### src/rtl/mem_pkg.sv
// Shared memory-access types: transfer size encodings and FSM state enum
// for the uncached bus unit, plus the request fault check.
package mem_pkg;

    localparam logic [1:0] SIZE_BYTE = 2'b00;
    localparam logic [1:0] SIZE_HALF = 2'b01;
    localparam logic [1:0] SIZE_WORD = 2'b10;
    localparam logic [1:0] SIZE_RSVD = 2'b11;

    typedef enum logic [1:0] {
        IDLE,
        REQ,
        WAIT,
        RESP
    } state_e;

    // A request faults if flagged upstream, uses the reserved size,
    // or is not naturally aligned for its size.
    function automatic logic access_fault(
        input logic       exc,
        input logic [1:0] size,
        input logic [1:0] lsb
    );
        logic f;
        f = exc;
        f = f | (size == SIZE_RSVD);
        f = f | ((size == SIZE_WORD) && (lsb != 2'b00));
        f = f | ((size == SIZE_HALF) && lsb[0]);
        return f;
    endfunction

endpackage

### src/rtl/uncached_bus_unit_if.sv
// Pipeline request/response and bus signals of the uncached bus unit.
// slave: the unit itself; master: pipeline plus bus side driving it.
interface uncached_bus_unit_if;

    logic        req_valid;
    logic        req_ready;
    logic [31:0] req_addr;
    logic        req_write;
    logic [31:0] req_wdata;
    logic [3:0]  req_wstrb;
    logic [1:0]  req_size;
    logic        req_except;

    logic        resp_valid;
    logic [31:0] resp_rdata;
    logic        resp_err;

    logic        bus_req;
    logic        bus_we;
    logic [31:0] bus_addr;
    logic [31:0] bus_wdata;
    logic [3:0]  bus_wstrb;
    logic [1:0]  bus_size;
    logic        bus_gnt;
    logic        bus_rvalid;
    logic [31:0] bus_rdata;
    logic        bus_err;

    modport slave (
        input  req_valid, req_addr, req_write, req_wdata,
        input  req_wstrb, req_size, req_except,
        output req_ready,
        output resp_valid, resp_rdata, resp_err,
        output bus_req, bus_we, bus_addr, bus_wdata,
        output bus_wstrb, bus_size,
        input  bus_gnt, bus_rvalid, bus_rdata, bus_err
    );

    modport master (
        output req_valid, req_addr, req_write, req_wdata,
        output req_wstrb, req_size, req_except,
        input  req_ready,
        input  resp_valid, resp_rdata, resp_err,
        input  bus_req, bus_we, bus_addr, bus_wdata,
        input  bus_wstrb, bus_size,
        output bus_gnt, bus_rvalid, bus_rdata, bus_err
    );

endinterface

### src/rtl/uncached_bus_unit.sv
// Single-outstanding uncached load/store unit: IDLE -> REQ -> WAIT -> RESP.
// Ports: clk, rst (sync, active high), bif (uncached_bus_unit_if.slave).
module uncached_bus_unit
    import mem_pkg::*;
(
    input  logic clk,
    input  logic rst,
    uncached_bus_unit_if.slave bif
);

    state_e      state_q, state_d;
    logic [31:0] addr_q;
    logic        we_q;
    logic [31:0] wdata_q;
    logic [3:0]  wstrb_q;
    logic [1:0]  size_q;
    logic [31:0] rdata_q, rdata_d;
    logic        err_q, err_d;

    logic accept;
    logic fault;

    assign accept = bif.req_valid && (state_q == IDLE);
    assign fault  = access_fault(bif.req_except, bif.req_size,
                                 bif.req_addr[1:0]);

    always_comb begin
        state_d = state_q;
        rdata_d = rdata_q;
        err_d   = err_q;
        unique case (state_q)
            IDLE: begin
                if (bif.req_valid) begin
                    if (fault) begin
                        state_d = RESP;
                        rdata_d = 32'h0;
                        err_d   = 1'b1;
                    end else begin
                        state_d = REQ;
                    end
                end
            end
            REQ: begin
                if (bif.bus_gnt) state_d = WAIT;
            end
            WAIT: begin
                if (bif.bus_rvalid) begin
                    state_d = RESP;
                    rdata_d = we_q ? 32'h0 : bif.bus_rdata;
                    err_d   = bif.bus_err;
                end
            end
            RESP: state_d = IDLE;
            default: state_d = IDLE;
        endcase
    end

    always_ff @(posedge clk) begin
        if (rst) begin
            state_q <= IDLE;
            addr_q  <= 32'h0;
            we_q    <= 1'b0;
            wdata_q <= 32'h0;
            wstrb_q <= 4'h0;
            size_q  <= 2'b00;
            rdata_q <= 32'h0;
            err_q   <= 1'b0;
        end else begin
            state_q <= state_d;
            rdata_q <= rdata_d;
            err_q   <= err_d;
            if (accept) begin
                addr_q  <= bif.req_addr;
                we_q    <= bif.req_write;
                wdata_q <= bif.req_wdata;
                wstrb_q <= bif.req_wstrb;
                size_q  <= bif.req_size;
            end
        end
    end

    logic in_req;
    assign in_req = (state_q == REQ);

    assign bif.req_ready  = (state_q == IDLE);
    assign bif.resp_valid = (state_q == RESP);
    assign bif.resp_rdata = rdata_q;
    assign bif.resp_err   = err_q;

    // Control qualifiers are gated to zero outside the address phase.
    assign bif.bus_req   = in_req;
    assign bif.bus_we    = in_req & we_q;
    assign bif.bus_wstrb = in_req ? wstrb_q : 4'h0;
    assign bif.bus_size  = in_req ? size_q : 2'b00;
    assign bif.bus_addr  = addr_q;
    assign bif.bus_wdata = wdata_q;

endmodule

### src/flat_wrapper.sv
// flat-port wrapper written by rule: the top's interface ports become plain ports
module uncached_bus_unit_flat import mem_pkg::*;
  (clk, rst, bif_req_valid, bif_req_addr, bif_req_write, bif_req_wdata, bif_req_wstrb, bif_req_size, bif_req_except, bif_req_ready, bif_resp_valid, bif_resp_rdata, bif_resp_err, bif_bus_req, bif_bus_we, bif_bus_addr, bif_bus_wdata, bif_bus_wstrb, bif_bus_size, bif_bus_gnt, bif_bus_rvalid, bif_bus_rdata, bif_bus_err);
  uncached_bus_unit_if bif_i ();
  input  logic clk;
  input  logic rst;
  input wire logic [$bits(bif_i.req_valid)-1:0] bif_req_valid;
  input wire logic [$bits(bif_i.req_addr)-1:0] bif_req_addr;
  input wire logic [$bits(bif_i.req_write)-1:0] bif_req_write;
  input wire logic [$bits(bif_i.req_wdata)-1:0] bif_req_wdata;
  input wire logic [$bits(bif_i.req_wstrb)-1:0] bif_req_wstrb;
  input wire logic [$bits(bif_i.req_size)-1:0] bif_req_size;
  input wire logic [$bits(bif_i.req_except)-1:0] bif_req_except;
  output wire logic [$bits(bif_i.req_ready)-1:0] bif_req_ready;
  output wire logic [$bits(bif_i.resp_valid)-1:0] bif_resp_valid;
  output wire logic [$bits(bif_i.resp_rdata)-1:0] bif_resp_rdata;
  output wire logic [$bits(bif_i.resp_err)-1:0] bif_resp_err;
  output wire logic [$bits(bif_i.bus_req)-1:0] bif_bus_req;
  output wire logic [$bits(bif_i.bus_we)-1:0] bif_bus_we;
  output wire logic [$bits(bif_i.bus_addr)-1:0] bif_bus_addr;
  output wire logic [$bits(bif_i.bus_wdata)-1:0] bif_bus_wdata;
  output wire logic [$bits(bif_i.bus_wstrb)-1:0] bif_bus_wstrb;
  output wire logic [$bits(bif_i.bus_size)-1:0] bif_bus_size;
  input wire logic [$bits(bif_i.bus_gnt)-1:0] bif_bus_gnt;
  input wire logic [$bits(bif_i.bus_rvalid)-1:0] bif_bus_rvalid;
  input wire logic [$bits(bif_i.bus_rdata)-1:0] bif_bus_rdata;
  input wire logic [$bits(bif_i.bus_err)-1:0] bif_bus_err;
  assign bif_i.req_valid = bif_req_valid;
  assign bif_i.req_addr = bif_req_addr;
  assign bif_i.req_write = bif_req_write;
  assign bif_i.req_wdata = bif_req_wdata;
  assign bif_i.req_wstrb = bif_req_wstrb;
  assign bif_i.req_size = bif_req_size;
  assign bif_i.req_except = bif_req_except;
  assign bif_req_ready = bif_i.req_ready;
  assign bif_resp_valid = bif_i.resp_valid;
  assign bif_resp_rdata = bif_i.resp_rdata;
  assign bif_resp_err = bif_i.resp_err;
  assign bif_bus_req = bif_i.bus_req;
  assign bif_bus_we = bif_i.bus_we;
  assign bif_bus_addr = bif_i.bus_addr;
  assign bif_bus_wdata = bif_i.bus_wdata;
  assign bif_bus_wstrb = bif_i.bus_wstrb;
  assign bif_bus_size = bif_i.bus_size;
  assign bif_i.bus_gnt = bif_bus_gnt;
  assign bif_i.bus_rvalid = bif_bus_rvalid;
  assign bif_i.bus_rdata = bif_bus_rdata;
  assign bif_i.bus_err = bif_bus_err;
  uncached_bus_unit u_core (.clk(clk), .rst(rst), .bif(bif_i));
endmodule
### config.mk
export PLATFORM = sky130hd
export DESIGN_NAME = uncached_bus_unit_flat
export DESIGN_NICKNAME = d
export VERILOG_FILES = /design/src/rtl/mem_pkg.sv /design/src/rtl/uncached_bus_unit_if.sv /design/src/rtl/uncached_bus_unit.sv /design/src/flat_wrapper.sv
export SDC_FILE = /design/constraint.sdc
export NUM_CORES = 1
export LEC_CHECK = 0
export ABC_CLOCK_PERIOD_IN_PS = 2000
export BUFFER_PORTS_ARGS = -buffer_cell sky130_fd_sc_hd__buf_2
export CAP_MARGIN = 20
export CORE_MARGIN = 3
export CORE_UTILIZATION = 43
export DETAILED_ROUTE_END_ITERATION = 10
export GPL_TIMING_DRIVEN = 0
export PLACE_DENSITY = 0.79
export REMOVE_ABC_BUFFERS = 1
export SYNTH_ARGS = -nofsm -noshare
export SYNTH_HDL_FRONTEND = slang
export SYNTH_SLANG_ARGS = --single-unit
export TNS_END_PERCENT = 50
### constraint.sdc
create_clock -name clk -period 2 [get_ports clk]
set_input_delay 0.1 -clock clk [delete_from_list [all_inputs] [get_ports clk]]
set_output_delay 0.1 -clock clk [all_outputs]
set_load 0.05 [all_outputs]
==> flow_metrics.tcl <==
set metrics [dict create \
    hpwl_um 8070 \
    syn_avg_cell_area_um2 8.94 \
    cts_sinks 106 \
    nets 840 \
    routedWlPerCell_um 16.1 \
    drv_slew 0 \
    yosysWarnings 0 \
    fin_crit_ns 1.88 \
    worst-r2r-cell-count 8 \
    crit_arrival_ns 2.12 \
    synth-simple-area-share_pct 17.8 \
    antenna_cells 0 \
    cap_violations 0 \
    ys_seq_elements 106 \
    crit_end "u_core.bif.resp_rdata[11]" \
    synth.top_cell.area_share_pct 56.8 \
    postRouteAntennaNets 0 \
    worstSetupStartpoint "u_core.state_q[0]" \
    die_w_um 99.2 \
    grt_max_degree 53 \
    drt_iter0_markers 202 \
    r2r_start "u_core.state_q[0]" \
    gp_congestion 0.838 \
    drive_above_1_share_pct 36.4 \
    synth_area_leader_cell "dfxtp_1" \
    synthAdderAreaFrac_pct 1.34 \
    numCtsBuffers 9 \
    initial_core_util_pct 44.8 \
    cts-htree-levels 3 \
    drt_pass1_iterations 4 \
    critical_path.startpoint_type "register" \
    fill_cells 588 \
    vias 4148 \
    portBuffers 216 \
    rrSetupSlack_ns 0.12 \
    area_growth_pct 63.9 \
    rsz0062_at_grt "false" \
    clk-insertion-delay-late_ns 0.35 \
    yosysSeqAreaShare_pct 56.8 \
    drcViolationCount 0 \
    utilization_pct 73.4 \
    rr_endpoint "u_core.bif.resp_rdata[11]" \
    multi_input_area_mm2 0.00146 \
    die-area_mm2 0.00984 \
    cts_tree "done" \
    synthTopCellsByArea "dfxtp_1 (57%), nand2_1 (14%), a21oi_1 (9.9%), a22o_2 (5.6%), a22o_1 (2.6%)" \
    register_area_mm2 0.00212 \
    cp_max_fo 23 \
    cts_buffer_depth 2 \
    synth_top_family_by_area "compound AO/OA/AOI/OAI gates" \
    leakage_nw 2.92 \
    hp-class "input port to register" \
    fin_skew_ns 0.0152 \
    max_freq_mhz 531 \
    grt-ovfl-total 0 \
    maxSlewHeadroom_pct 62.5 \
    grt_pass1_vias 4422 \
    irDropWorstVdd_mv 0.647 \
    synthCells 418 \
    synth-compound-area-share_pct 19.2 \
    status "completed" \
    setup_viol 0 \
    synth_cell_types 26 \
    core_mm2 0.00834 \
    synthMuxAreaShare_pct 0.268 \
    postPlaceCellArea_mm2 0.00489 \
    min_period_over_period_pct 94.1 \
    grt_util_all_layers_pct 26.9 \
    hold_viol 0 \
    power_density_mw_per_mm2 1110 \
    worst_pin_slew_ns 0.562 \
    clkSlewWorstSetupHoldPaths_ns 0.10 \
    critical_path_class "register to register" \
    antenna_found_initial 0 \
    final_area_mm2 0.00612 \
    synth-xor-area-share_pct 0 \
    io_pins 217 \
    critPathRequiredTime_ns 2.24 \
    end_kind "register" \
    routed_wl_um 13500 \
    grt_pass1_wl_um 21300 \
    viasPerCell 4.97 \
    syn_area_mm2 0.00374 \
    die_h_um 99.2 \
    cts_root_buf "clkbuf_8" \
    rows 33 \
]
==> cell type report <==
| type | count | share of cell area (%) |
|---|---|---|
| clock buffer | 11 | 2.31 |
| clock inverter | 4 | 0.470 |
| inverter | 4 | 0.245 |
| multi-input combinational | 279 | 23.8 |
| sequential | 106 | 34.7 |
| tap | 105 | 2.15 |
| timing repair buffer | 326 | 36.4 |
==> cell families (layout without fill, tap and decap cells) <==
kind of cell	count (synthesis)	in the layout
mux	1	1
flops	106	106
buf+inv	33	345
compound gates	111	111
fa+ha+maj	4	4
simple gates	163	163
==> per-layer routing <==
metal / share of wire, % / up-vias / track usage (%)
li1: - / 2002 / -
met1: 37 / 1944 / 28.7
met2: 55 / 156 / 50.6
met3: 4.4 / 46 / 4.07
met4: 4.1 / 0 / 13.7
met5: 0 / - / 0
==> worst max-delay path, stage by stage (launching register included) <==
cell and delay (ns):
dfxtp_1 0.40, inv_1 0.09, ha_2 0.23, nor2b_1 0.16
o21ai_1 0.21, a21oi_4 0.11, buf_12 0.15, buf_8 0.16
a22o_2 0.27
==> state kept, by name, summed over array words and instances, names as in the netlist <==
| signal | count |
|---|---|
| u_core.we_q | 1 |
| u_core.bif.resp_err | 1 |
| u_core.bif.resp_rdata | 32 |
| u_core.size_q | 2 |
| u_core.state_q | 2 |
| u_core.bif.bus_wdata | 32 |
| u_core.wstrb_q | 4 |
| u_core.bif.bus_addr | 32 |
==> cells in the mapped netlist (all sizes together) <==
| cell | n |
|---|---|
| nand2 | 144 |
| dfxtp | 106 |
| a21oi | 75 |
| a22o | 32 |
| clkbuf | 17 |
| buf | 12 |
| and2 | 8 |
| ha | 4 |
| inv | 4 |
| nor3 | 3 |
| nor2 | 2 |
| mux2i | 1 |
| nand2b | 1 |
| nand3 | 1 |
| nor2b | 1 |
| nor4 | 1 |
| o211a | 1 |
| o21a | 1 |
| o21ai | 1 |
| o221ai | 1 |
| or2 | 1 |
| or3 | 1 |
==> what timing repair did <==
action                                  CTS  global route
endpoints found under the hold margin   102             0
endpoints found under the setup margin   32            39
gates resized for setup                   1             2
gates cloned                              0             0
hold buffers                            102             0
setup buffers                             2             1
pin swaps                                 1             1
==> through the flow <==
step                std cells  setup slack (ns)  TNS [ns]  hold slack (ns)  power [mW]
floorplan                 389            -0.578    -53.18            0.169        4.53
global placement          710             -1.02    -78.31            0.311        5.18
detailed placement        715            -0.203     -4.28            0.312        5.34
CTS                       834            0.0293         0           0.0171        6.68
global route              835            0.0204         0           0.0225        7.08
finish                    835             0.118         0           0.0446        6.77
==> cell usage in the layout, fill, tap and decap left out, types with 2 or more instances in the layout <==
master and instances:
buf_4 2, ha_1 3, buf_8 2, dfxtp_1 106, buf_2 216, nand2_1 143, inv_1 4, a22o_2 21
nor2_1 2, a21oi_1 74, dlygate4sd3_1 102, a22o_1 11, nor3_1 3, and2_1 7, clkinvlp_4 2, clkbuf_8 10
buf_12 4
==> where the power goes <==
group          total [mW]  switching, mW  internal (mW)  leakage, nW
Combinational        2.99           2.12          0.871         1.98
Clock                1.19          0.707          0.482       0.0814
Sequential           2.59          0.167           2.42        0.865
Total                6.77           2.99           3.77         2.92
==> worst min-delay path by stage <==
| stage | start | cells past startpoint | slack (ns) | to |
|---|---|---|---|---|
| 3_5_place_dp | bif_bus_rdata[19] | 2 | 0.31 | u_core.bif.resp_rdata[19] |
| 6_report | bif_bus_err | 3 | 0.04 | u_core.bif.resp_err |
| 3_3_place_gp | bif_bus_rdata[3] | 2 | 0.31 | u_core.bif.resp_rdata[3] |
| 4_1_cts | bif_req_size[0] | 3 | 0.02 | u_core.size_q[0] |
| 2_1_floorplan | rst | 1 | 0.17 | u_core.bif.bus_addr[0] |
| 5_1_grt | bif_req_size[0] | 3 | 0.02 | u_core.size_q[0] |
(Power assumes the default switching activity.)
